`src/rtl/lcd_cmd_sched.sv`:
```
// Command scheduler in front of the LCD image controller: buffers host opcodes in a FIFO
// and issues them one at a time, paced by lcd_busy/lcd_done. Optional watchdog: LCD_SCHED_WDOG_EN.
module lcd_cmd_sched #(
    parameter int DEPTH       = 8,
    parameter int TIMEOUT_CYC = 255
) (
    input  logic                     clk,
    input  logic                     reset,
    input  logic [3:0]               host_cmd,
    input  logic                     host_valid,
    output logic                     host_ready,
    output logic [3:0]               lcd_cmd,
    output logic                     lcd_cmd_valid,
    input  logic                     lcd_busy,
    input  logic                     lcd_done,
    output logic [$clog2(DEPTH):0]   fifo_level,
    output logic [7:0]               illegal_cnt,
    output logic [7:0]               issued_cnt,
    output logic                     seq_done,
    output logic                     err
);

    localparam int AW = $clog2(DEPTH);
    localparam logic [AW:0] FULL_LVL = (AW + 1)'(DEPTH);

    typedef enum logic [2:0] {
        S_INIT, S_IDLE, S_ISSUE, S_GUARD, S_WAIT, S_DRAIN, S_DONE
    } state_t;

    state_t        state, next_state;
    logic [3:0]    mem [DEPTH];
    logic [AW-1:0] wr_ptr, rd_ptr;
    logic          push, store, pop, flush, wdog_hit;

    // Ready depends on registered state only, so a full FIFO refuses a push even on a pop cycle.
    assign host_ready    = (state != S_INIT) && (state != S_DONE) && (fifo_level < FULL_LVL);
    assign push          = host_valid && host_ready;
    assign store         = push && (host_cmd < 4'd12);
    assign lcd_cmd_valid = (state == S_ISSUE);
    assign seq_done      = (state == S_DONE);

    always_ff @(posedge clk or posedge reset) begin
        if (reset) state <= S_INIT;
        else       state <= next_state;
    end

    // NOTE: every signal written here gets a default first, otherwise a latch is inferred.
    always_comb begin
        next_state = state;
        pop        = 1'b0;
        flush      = 1'b0;
        case (state)
            S_INIT:  if (!lcd_busy) next_state = S_IDLE;
            S_IDLE: begin
                if ((fifo_level != '0) && !lcd_busy) begin
                    pop        = 1'b1;
                    next_state = S_ISSUE;
                end
            end
            S_ISSUE: next_state = S_GUARD;
            S_GUARD: begin
                if (lcd_cmd == 4'd0) begin
                    flush      = 1'b1;
                    next_state = S_DRAIN;
                end else begin
                    next_state = S_WAIT;
                end
            end
            S_WAIT:  if (!lcd_busy || wdog_hit) next_state = S_IDLE;
            S_DRAIN: if (lcd_done || wdog_hit) next_state = S_DONE;
            S_DONE:  next_state = S_DONE;
            default: next_state = S_INIT;
        endcase
    end

    // NOTE: the storage array is not reset; fifo_level alone says which entries are valid.
    always_ff @(posedge clk) begin
        if (store) mem[wr_ptr] <= host_cmd;
    end

    always_ff @(posedge clk or posedge reset) begin
        if (reset) begin
            wr_ptr     <= '0;
            rd_ptr     <= '0;
            fifo_level <= '0;
            lcd_cmd    <= 4'd0;
        end else begin
            if (flush) begin
                wr_ptr     <= '0;
                rd_ptr     <= '0;
                fifo_level <= '0;
            end else begin
                if (store) wr_ptr <= wr_ptr + 1'b1;
                if (pop)   rd_ptr <= rd_ptr + 1'b1;
                case ({store, pop})
                    2'b10:   fifo_level <= fifo_level + 1'b1;
                    2'b01:   fifo_level <= fifo_level - 1'b1;
                    default: fifo_level <= fifo_level;
                endcase
            end
            if (pop) lcd_cmd <= mem[rd_ptr];
        end
    end

    always_ff @(posedge clk or posedge reset) begin
        if (reset) begin
            illegal_cnt <= 8'd0;
            issued_cnt  <= 8'd0;
        end else begin
            if (push && !store && (illegal_cnt != 8'hFF)) illegal_cnt <= illegal_cnt + 8'd1;
            if (state == S_ISSUE) issued_cnt <= issued_cnt + 8'd1;
        end
    end

`ifdef LCD_SCHED_WDOG_EN
    localparam int CW = $clog2(TIMEOUT_CYC + 1);

    logic [CW-1:0] wdog_cnt;
    logic          wdog_err;

    // Fires on the TIMEOUT_CYC-th consecutive cycle spent in WAIT or DRAIN.
    assign wdog_hit = ((state == S_WAIT) || (state == S_DRAIN)) &&
                      (wdog_cnt == CW'(TIMEOUT_CYC - 1));
    assign err      = wdog_err;

    always_ff @(posedge clk or posedge reset) begin
        if (reset) begin
            wdog_cnt <= '0;
            wdog_err <= 1'b0;
        end else begin
            if (next_state != state)
                wdog_cnt <= '0;
            else if ((state == S_WAIT) || (state == S_DRAIN))
                wdog_cnt <= wdog_cnt + 1'b1;
            if (wdog_hit && (((state == S_WAIT) && lcd_busy) || ((state == S_DRAIN) && !lcd_done)))
                wdog_err <= 1'b1;
        end
    end
`else
    localparam int timeout_unused = TIMEOUT_CYC;

    assign wdog_hit = 1'b0;
    assign err      = 1'b0;
`endif

endmodule

```
`config.mk`:
```
export PLATFORM = sky130hd
export DESIGN_NAME = lcd_cmd_sched
export DESIGN_NICKNAME = d
export VERILOG_FILES = /design/src/rtl/lcd_cmd_sched.sv
export SDC_FILE = /design/constraint.sdc
export NUM_CORES = 1
export LEC_CHECK = 0
export ABC_CLOCK_PERIOD_IN_PS = 2300
export BUFFER_PORTS_ARGS = -buffer_cell sky130_fd_sc_hd__buf_2
export CAP_MARGIN = 10
export CORE_MARGIN = 8
export CORE_UTILIZATION = 54
export DETAILED_ROUTE_END_ITERATION = 10
export PLACE_DENSITY = 0.75
export SYNTH_ARGS = -nofsm -noshare
export SYNTH_HDL_FRONTEND = slang
export SYNTH_SLANG_ARGS = --single-unit
```
`constraint.sdc`:
```
create_clock -name clk -period 2.3 [get_ports clk]
set_input_delay 0 -clock clk [delete_from_list [all_inputs] [get_ports clk]]
set_output_delay 0 -clock clk [all_outputs]
set_load 0.01 [all_outputs]
```
==> results of run 1 <==
## layer usage
layer,routed length [um],vias to the layer above
met1,2406,911
met3,212,4
met2,2710,27
li1,-,905
met5,0,-
met4,44,0
## power breakdown
part	total, mW	internal (mW)	leakage [nW]	switching (mW)
clock network	1.16	0.720	0.117	0.436
logic	1.41	0.708	0.682	0.699
registers	1.87	1.49	0.707	0.380
## cell families (layout without fill, tap and decap cells)
family	after synthesis	count (layout)
compound gates	20	20
xor+xnor	21	21
fa+ha+maj	5	5
buf+inv	15	73
flops	65	65
mux	19	19
other cells	1	1
simple gates	71	71
## timing repair
item | CTS | global route
buffers inserted | 0 | 0
endpoints found under the hold margin | 65 | 0
hold buffers | 5 | 0
## through the flow
| step | instance area, um^2 | cells |
|---|---|---|
| after global placement | 3268 | 326 |
| after global routing | 3561 | 347 |
| after floorplan | 2977 | 217 |
| after detailed placement | 3268 | 326 |
| final | 3561 | 347 |
| after CTS | 3561 | 347 |
## path summary, 6_finish.rpt
kind	end	depth (start not counted)	start	slack (ns)
setup / recovery	fifo_level[2]	7	fifo_level[3]	0.24
hold / removal	state[2]	3	lcd_busy	0.06
setup reg to reg	fifo_level[2]	7	fifo_level[3]	0.24
hold reg to reg	issued_cnt[7]	1	issued_cnt[7]	0.47
max in group asynchronous	rd_ptr[1]	4	reset	1.69
min in group asynchronous	issued_cnt[2]	4	reset	0.30
## cells in the mapped netlist (2+ instances only)
| library cell | count | area, um^2 |
|---|---|---|
| dfrtp_1 | 33 | 825.8 |
| edfxtp_1 | 32 | 960.9 |
| nand2_1 | 20 | 75.07 |
| xor2_1 | 10 | 87.58 |
| mux2i_1 | 9 | 90.09 |
| nand3_1 | 9 | 45.04 |
| nor2_1 | 9 | 33.78 |
| xnor2_1 | 9 | 78.83 |
| mux4_2 | 8 | 180.2 |
| a21oi_1 | 6 | 30.03 |
| ha_1 | 5 | 62.56 |
| inv_1 | 5 | 18.77 |
| nor3_1 | 5 | 25.02 |
| o21ai_0 | 5 | 25.02 |
| buf_4 | 4 | 30.03 |
| nand4_1 | 4 | 25.02 |
| and3_1 | 3 | 18.77 |
| buf_2 | 3 | 15.01 |
| nor4_1 | 3 | 18.77 |
| and4_1 | 2 | 17.52 |
| buf_1 | 2 | 7.510 |
| mux2_2 | 2 | 22.52 |
| nand2b_1 | 2 | 12.51 |
| nor3b_1 | 2 | 15.01 |
| nor4b_1 | 2 | 17.52 |
| or4_4 | 2 | 22.52 |
## sequential cells by signal, indices dropped and copies added (netlist names)
register / cells
mem: 32
rd_ptr: 3
fifo_level: 4
illegal_cnt: 8
state: 3
lcd_cmd: 4
issued_cnt: 8
wr_ptr: 3
## worst min-delay path, stage by stage
cell    delay (ns)
buf_2         0.14
nor3_1        0.07
nor2_1        0.13
## area by class of cell
cell class	count	area (um^2)	share of cell area [%]
sequential	65	1787	50.18
multi-input combinational	137	1107	31.10
timing repair buffer	52	315.3	8.855
clock buffer	9	123.9	3.479
clock inverter	7	118.9	3.338
tap	72	90.09	2.530
inverter	5	18.77	0.5271
==> run_results.csv, run 1 <==
group,metric,value,unit
status,status,"completed",
logic_synthesis,yosys_warnings,0,
finish,layout_commonest_cell,"buf_2",
global_routing,grt_pass1_wl,9390,um
cts,cts_tree,"done",
detailed_routing,antenna_left,0,
worst_setup_path,crit_buf_inv,0,
timing,slew_violations,0,
logic_synthesis,syn_area,2977,um^2
timing,holdWs,0.05695,ns
logic_synthesis,synth_top_family_by_area,"simple AND/OR/NAND/NOR gates",
floorplanning,coreArea,5405,um^2
placed_design,hpwl,3898,um
timing,worst_pin_slew,0.5678,ns
cts,cts_made_buffers,9,
global_routing,grt_use_met2,22.58,%
worst_setup_path,crit_family,"simple AND/OR/NAND/NOR gates",
cts,clockBufferDepth,2,
logic_synthesis,syn-num-nets,231,
logic_synthesis,seq_area_frac_synth,60.03,%
floorplanning,die_w,90.25,um
timing,fmax,0.4862,GHz
cts,cts_resized,0,
cts,clkLatencyLatePin,0.33,ns
logic_synthesis,synthAdderAreaFrac,2.102,%
global_routing,grt_overflow,0,
worst_setup_path,cp.required,2.52,ns
logic_synthesis,ys.flop_type,"dfrtp_1",
floorplanning,dieHeight,90.25,um
timing,rsz0062_at_grt,"no",
logic_synthesis,async_flop_share,50.77,%
placed_design,portBuffers,35,
placed_design,place.gp.congestion,0.8205,
cts,path_clk_slew,0.07,ns
timing,setup_violations,0,
finish,drive_above_1_share,29.82,%
logic_synthesis,ys_ff_latch,65,
detailed_routing,drt_iter0_markers,90,
detailed_routing,vias,1847,
finish,final_cell_mix,"buf_2, dfrtp_1, edfxtp_1",
global_routing,grt_usage,14.32,%
global_routing,grt_max_degree,34,
power,p_total,4.432,mW
timing,finalCritPeriodShare,89.43,%
detailed_routing,drc,0,
global_routing,use_met1,18.24,%
global_routing,grt_pass1_vias,1923,
flow_run,maxCapViolCount,0,
finish,fin_util,65.88,%
floorplanning,dieArea,8144,um^2
floorplanning,rows,27,
power,leakage,1.506,nW
timing,max-slew-margin-rel,61.94,%
logic_synthesis,yosys.area_share.simple,14.21,%
worst_setup_path,cp-start-kind,"flop",
worst_setup_path,worstSetupPathType,"flop to flop",
finish,insertedDiodeCount,0,
timing,fin_skew,0.008821,ns
detailed_routing,totalWireLength,5373,um
power,irDropWorstVdd,0.0006264,V
global_routing,grtUsageMet3,4.156,%
global_routing,grt.busiest_layer,"met2",
worst_setup_path,endpoint_kind,"flop",
placed_design,pre_cts_slack,0.2440,ns
logic_synthesis,synth-compound-area-share,4.245,%
logic_synthesis,synth_cell_types,47,
detailed_routing,post_drt_wl_per_cell,15.48,um
logic_synthesis,synth-edff-count,32,
logic_synthesis,muxShareOfSynthArea,9.836,%
power,power_density,1245,nW/um^2
cts,cts_sinks,65,
floorplanning,initial_core_util,55.07,%
global_routing,antenna_found_initial,0,
timing,fin_ws,0.2432,ns
worst_setup_path,worst_path_max_delay_cell,"or4_4",
logic_synthesis,avgSynthCellArea,13.72,um^2
finish,fin_nets,284,
worst_setup_path,crit_path_frequent_cell,"mux2i_1",
min_path,min_path_type,"primary input to flop",
worst_setup_path,cp.arrival,2.28,ns
finish,nFillCells,413,
cts,cts_max_level,3,
worst_setup_path,worstPathMaxFanout,6,
timing,hold_viol_final,0,
detailed_routing,dr.pass1.iters,4,
worst_setup_path,critical_path.cell_chain,"or4_4, nand3_1, xnor2_1, ha_1, a21boi_0, mux2i_1, mux2i_1",
worst_setup_path,max_stage_delay,0.61,ns
logic_synthesis,postSynthCellCount,217,
cts,cts-root-buf,"clkbuf_8",
timing,setup_tns,0,ns
logic_synthesis,post_synth_xor_area_fraction,6.683,%
timing,min_period,2.057,ns
detailed_routing,viasPerCell,5.323,
finish,area_growth,19.63,%
floorplanning,top_level_ports,37,
Note: power is estimated with default switching activity, not from simulation.
==> inputs of run 2 (changes only) <==
ABC_AREA = 1   (was not set)
REMOVE_ABC_BUFFERS = 1   (was not set)
==> run_results.csv, run 2 <==
group,metric,value,unit
logic_synthesis,yosysTopAreaCellShare,32.30,%
floorplanning,top_level_ports,37,
finish,regMostFlops,"mem",
worst_setup_path,cp.arrival,2.16,ns
logic_synthesis,async_flop_share,50.77,%
detailed_routing,totalWireLength,6004,um
timing,fin_skew,0.008893,ns
worst_setup_path,cp.required,2.52,ns
cts,cts_sinks,65,
timing,rsz0062_at_grt,"no",
flow_run,maxCapViolCount,0,
floorplanning,dieArea,8141,um^2
timing,fmax,0.5143,GHz
worst_setup_path,worstPathMaxFanout,15,
min_path,holdPathStages,1,
detailed_routing,drc,0,
cts,clkLatencyLatePin,0.33,ns
global_routing,antenna_found_initial,0,
finish,drive_above_1_share,18.49,%
placed_design,place_area,3243,um^2
logic_synthesis,synth-edff-count,32,
logic_synthesis,synth_largest_area_cell,"edfxtp_1",
cts,cts_max_level,3,
logic_synthesis,syn_area,2975,um^2
worst_setup_path,crit_start,"state[0]",
cts,clockBufferDepth,2,
logic_synthesis,synth_common_cells,"nand2_1, nor2_1, dfrtp_1",
cts,cts-root-buf,"clkbuf_8",
cts,path_clk_slew,0.07,ns
detailed_routing,post_drt_wl_per_cell,14.00,um
finish,final_cell_mix,"nand2_1, nor2_1, buf_2",
timing,slew_violations,0,
global_routing,grt_pass1_vias,2226,
placed_design,place.gp.congestion,0.8480,
finish,largest_registers,"mem x32, illegal_cnt x8, issued_cnt x8",
logic_synthesis,synth_area_leaders,"edfxtp_1, dfrtp_1, nand2_1, nor2_1, o21ai_0",
detailed_routing,dr.pass1.iters,4,
cts,cts_made_buffers,9,
timing,setup_violations,0,
finish,area_growth,16.02,%
finish,layout_commonest_cell,"nand2_1",
power,p_total,4.255,mW
floorplanning,dieHeight,90.23,um
global_routing,grt_overflow,0,
min_path,min_path_type,"primary input to flop",
logic_synthesis,ys_ff_latch,65,
cts,cts_tree,"done",
global_routing,grt_pass1_wl,10390,um
power,leakage,1.559,nW
floorplanning,die_w,90.23,um
power,power_density,1233,nW/um^2
finish,fin_area,3452,um^2
global_routing,grt_max_degree,34,
detailed_routing,viasPerCell,5.166,
min_path,min-delay-start,"host_cmd[2]",
global_routing,grt_usage,15.90,%
timing,hold_viol_final,0,
finish,insertedDiodeCount,0,
timing,holdWs,0.005130,ns
finish,fin_nets,366,
worst_setup_path,worstSetupPathType,"flop to flop",
logic_synthesis,synth_cell_types,32,
worst_setup_path,endpoint_kind,"flop",
logic_synthesis,avgSynthCellArea,9.787,um^2
placed_design,dpl.cell_count,410,
worst_setup_path,reg2reg_depth,12,
cts,postCtsSetupBuffers,0,
logic_synthesis,seq_area_frac_synth,60.05,%
logic_synthesis,postSynthCellCount,304,
floorplanning,coreArea,5405,um^2
logic_synthesis,yosysMostFrequentCell,"nand2_1",
timing,finalCritPeriodShare,84.53,%
worst_setup_path,cp-start-kind,"flop",
placed_design,hpwl,4457,um
status,status,"completed",
placed_design,portBuffers,35,
floorplanning,initial_core_util,55.05,%
finish,largest_reg_flops,32,
logic_synthesis,yosys_warnings,0,
timing,setup_tns,0,ns
detailed_routing,vias,2216,
worst_setup_path,r2r_start,"state[0]",
floorplanning,rows,27,
detailed_routing,antenna_left,0,
finish,stdcell_count,429,
logic_synthesis,ys.flop_type,"dfrtp_1",
timing,min_period,1.944,ns
power,irDropWorstVdd,0.0005420,V
detailed_routing,drt_iter0_markers,134,
run 2: critical path, stage by stage (launching register included):
cell,delay [ns]
dfrtp_1,0.45
inv_2,0.08
nor2_1,0.14
nand2_1,0.10
nor2_4,0.30
nand2_1,0.12
nand2_1,0.07
nand2_1,0.05
ha_1,0.19
inv_1,0.06
nand2_1,0.06
a21oi_1,0.14
nor2_1,0.06
run 2: area by class of cell:
cell class	count	area, um^2
Multi-Input combinational cell	199	1033
Clock inverter	5	47.55
Clock buffer	11	131.4
Timing Repair Buffer	41	227.7
Sequential cell	65	1787
Inverter	36	135.1
Fill cell	444	1953
Tap cell	72	90.09
run 2: final timing paths:
check	endpoint	slack, ns
worst max-delay path	fifo_level[2]	0.36
worst min-delay path	mem[2][2]	0.005
worst max register to register	fifo_level[2]	0.36
worst min register to register	issued_cnt[6]	0.50
max in group asynchronous	illegal_cnt[0]	1.69
min in group asynchronous	issued_cnt[1]	0.30
run 2: routing by layer:
metal	vias to the layer above	share of wire, %	routed length, um	global-route usage (%)
met3	16	5.9	354	4.489
met2	60	48	2859	25.03
met1	1033	44	2629	19.38
met4	0	2.7	160	8.460
li1	1107	-	-	-
met5	-	0	0	0
run 2: cells by family (layout without fill, tap and decap cells):
| kind of cell | count (synthesis) | count (layout) | synth area share [%] |
|---|---|---|---|
| buffers and inverters | 40 | 93 | 5.215 |
| adders and majority gates | 5 | 5 | 2.103 |
| muxes | 1 | 1 | 0.3784 |
| DFF | 65 | 65 | 60.05 |
| xor gates and xnor gates | 13 | 13 | 3.827 |
| other | 1 | 1 | 0.1260 |
| AOI/OAI and AO/OA | 47 | 47 | 8.705 |
| and+or+nand+nor | 132 | 132 | 19.60 |
run 2: what timing repair did:
item,4_1_cts,5_1_grt
hold buffers,3,0
hold endpoints to repair,49,0
resized for setup,0,0
run 2: per-stage QoR:
stage | utilization (%) | worst slack [ns]
2_1_floorplan | - | 0.6093
3_3_place_gp | 60.00 | 0.4614
3_5_place_dp | 60.00 | 0.3866
4_1_cts | 63.87 | 0.3704
5_1_grt | 63.87 | 0.08805
6_report | 63.87 | 0.3558
run 2: power breakdown:
group,internal (mW),total (mW),leakage (nW),switching (mW)
Combinational,0.594,1.58,0.766,0.989
Clock,0.490,0.893,0.0922,0.402
Sequential,1.52,1.78,0.701,0.262
Total,2.60,4.26,1.56,1.65
==> inputs of run 3 (changes only) <==
ABC_CLOCK_PERIOD_IN_PS = 1800   (was 2300)
clock period = 1.8 ns   (was 2.3 ns; I/O delays follow)
==> run_results.csv, run 3 (same netlist as run 2, synthesis figures left out) <==
group,metric,value,unit
detailed_routing,drc,0,
finish,fin_area,3593,um^2
power,seqPwrFrac,40.7,%
worst_setup_path,cp-start-kind,"flop",
detailed_routing,viasPerCell,5.150,
power,pwr-share-clk,17.7,%
flow_run,maxCapViolCount,0,
placed_design,pre_cts_slack,-0.03451,ns
finish,final_cell_mix,"nand2_1, nor2_1, buf_2",
worst_setup_path,crit_path_end,"fifo_level[2]",
detailed_routing,vias,2271,
finish,drive_above_1_share,24.66,%
detailed_routing,totalWireLength,6283,um
finish,insertedDiodeCount,0,
power,p_int,3.331,mW
floorplanning,coreArea,5405,um^2
worst_setup_path,worstSetupPathType,"flop to flop",
timing,min_period,1.745,ns
floorplanning,rows,27,
finish,largest_registers,"mem x32, illegal_cnt x8, issued_cnt x8",
floorplanning,die_w,90.23,um
worst_setup_path,cp.required,2.02,ns
cts,path_clk_slew,0.07,ns
placed_design,portBuffers,35,
floorplanning,top_level_ports,37,
power,p_total,5.541,mW
global_routing,grt_max_degree,34,
cts,cts-root-buf,"clkbuf_8",
cts,clockBufferDepth,2,
worst_setup_path,r2r_start,"state[2]",
worst_setup_path,cp.arrival,1.97,ns
floorplanning,dieHeight,90.23,um
cts,cts_sinks,65,
timing,setup_violations,0,
power,swShare,39.88,%
worst_setup_path,crit_start,"state[2]",
power,power_density,1542,nW/um^2
worst_setup_path,worstPathMaxFanout,6,
finish,area_growth,20.77,%
power,irDropWorstVdd,0.0007285,V
power,p_comb_share,41.6,%
finish,fin_nets,379,
finish,largest_reg_flops,32,
finish,fin_util,66.48,%
cts,cts_tree,"done",
power,switchingPower,2.210,mW
detailed_routing,antenna_left,0,
global_routing,grt_usage,15.95,%
timing,holdWs,0.006931,ns
floorplanning,initial_core_util,55.05,%
power,leakage,1.609,nW
worst_setup_path,endpoint_kind,"flop",
worst_setup_path,r2r-end,"fifo_level[2]",
detailed_routing,drt_iter0_markers,264,
timing,finalCritPeriodShare,96.94,%
min_path,min_path_type,"primary input to flop",
timing,fin_ws,0.05505,ns
floorplanning,dieArea,8141,um^2
cts,clkLatencyLatePin,0.33,ns
cts,cts_made_buffers,9,
global_routing,antenna_found_initial,0,
detailed_routing,dr.pass1.iters,4,
status,status,"completed",
timing,hold_viol_final,0,
worst_setup_path,reg2reg_slack,0.06,ns
timing,setup_tns,0,ns
finish,stdcell_count,441,
global_routing,grt_overflow,0,
placed_design,place_area,3318,um^2
finish,layout_commonest_cell,"nand2_1",
timing,fmax,0.5731,GHz
timing,slew_violations,0,
detailed_routing,post_drt_wl_per_cell,14.25,um
placed_design,dpl.cell_count,420,
worst_setup_path,reg2reg_depth,13,
cts,cts_max_level,3,
placed_design,place.gp.congestion,0.9215,
finish,regMostFlops,"mem",
global_routing,grt_pass1_vias,2270,
global_routing,grt_pass1_wl,10490,um
timing,fin_skew,0.01050,ns
placed_design,hpwl,4584,um
run 3: cell types whose count changed in the layout (fill, tap and decap cells not counted), moves of 2 or more:
cell and delta:
buf_4 +12, clkbuf_1 +2, clkinv_1 -2, dfrtp_1 -2, dfrtp_2 +2, nand2_1 -3, nand2_2 +3, nor2_1 -5
nor2_4 +6
run 3: power groups by stage:
stage / clock [mW] / sequential (mW) / combinational, mW
6_report: 0.980 / 2.25 / 2.31
5_1_grt: 1.07 / 2.30 / 2.60
4_1_cts: 1.01 / 2.24 / 2.17
3_5_place_dp: 0 / 2.26 / 2.15
3_3_place_gp: 0 / 2.25 / 2.11
2_1_floorplan: 0 / 2.38 / 1.27
run 3: how the worst min path moves through the flow:
| stage | start | end | slack [ns] | cells past startpoint |
|---|---|---|---|---|
| after floorplan | host_cmd[0] | mem[0][0] | 0.1 | 0 |
| after global placement | reset | illegal_cnt[7] | 0.11 | 3 |
| after detailed placement | reset | illegal_cnt[7] | 0.12 | 3 |
| after CTS | host_cmd[2] | mem[2][2] | 0.02 | 1 |
| after global routing | host_cmd[2] | mem[2][2] | 0.01 | 1 |
| final | host_cmd[2] | mem[2][2] | 0.007 | 1 |
run 3: repair_timing:
item,in CTS,in global routing
hold buffers,4,0
endpoints found under the hold margin,57,0
gates resized for setup,0,21
pin swaps,0,5
setup buffers,0,2
endpoints found under the setup margin,16,22
run 3: worst max-delay path, stage by stage, from the launching register on:
cell and delay, ns:
dfrtp_2 0.46, nand3_2 0.12, nand2_2 0.07, nor2_4 0.14, nand3_4 0.12, nand2_2 0.10
nand2_1 0.05, nand2_1 0.05, ha_2 0.17, inv_1 0.04, nand2_1 0.10, nand3_1 0.10
nand2_1 0.08, nor2_1 0.04
run 3: layout make-up:
class / count / area, um^2
multi-input combinational: 199 / 1102
sequential: 65 / 1789
fill: 433 / 1812
tap: 72 / 90.09
clock inverter: 2 / 10.01
clock buffer: 13 / 138.9
inverter: 36 / 135.1
timing repair buffer: 54 / 327.8
run 3: per-layer routing:
metal | track usage (%) | up-vias | routed length (um)
li1 | - | 1135 | -
met1 | 19.25 | 1064 | 2744
met2 | 25.95 | 60 | 3079
met3 | 4.073 | 12 | 360
met4 | 7.767 | 0 | 98
met5 | 0 | - | 0
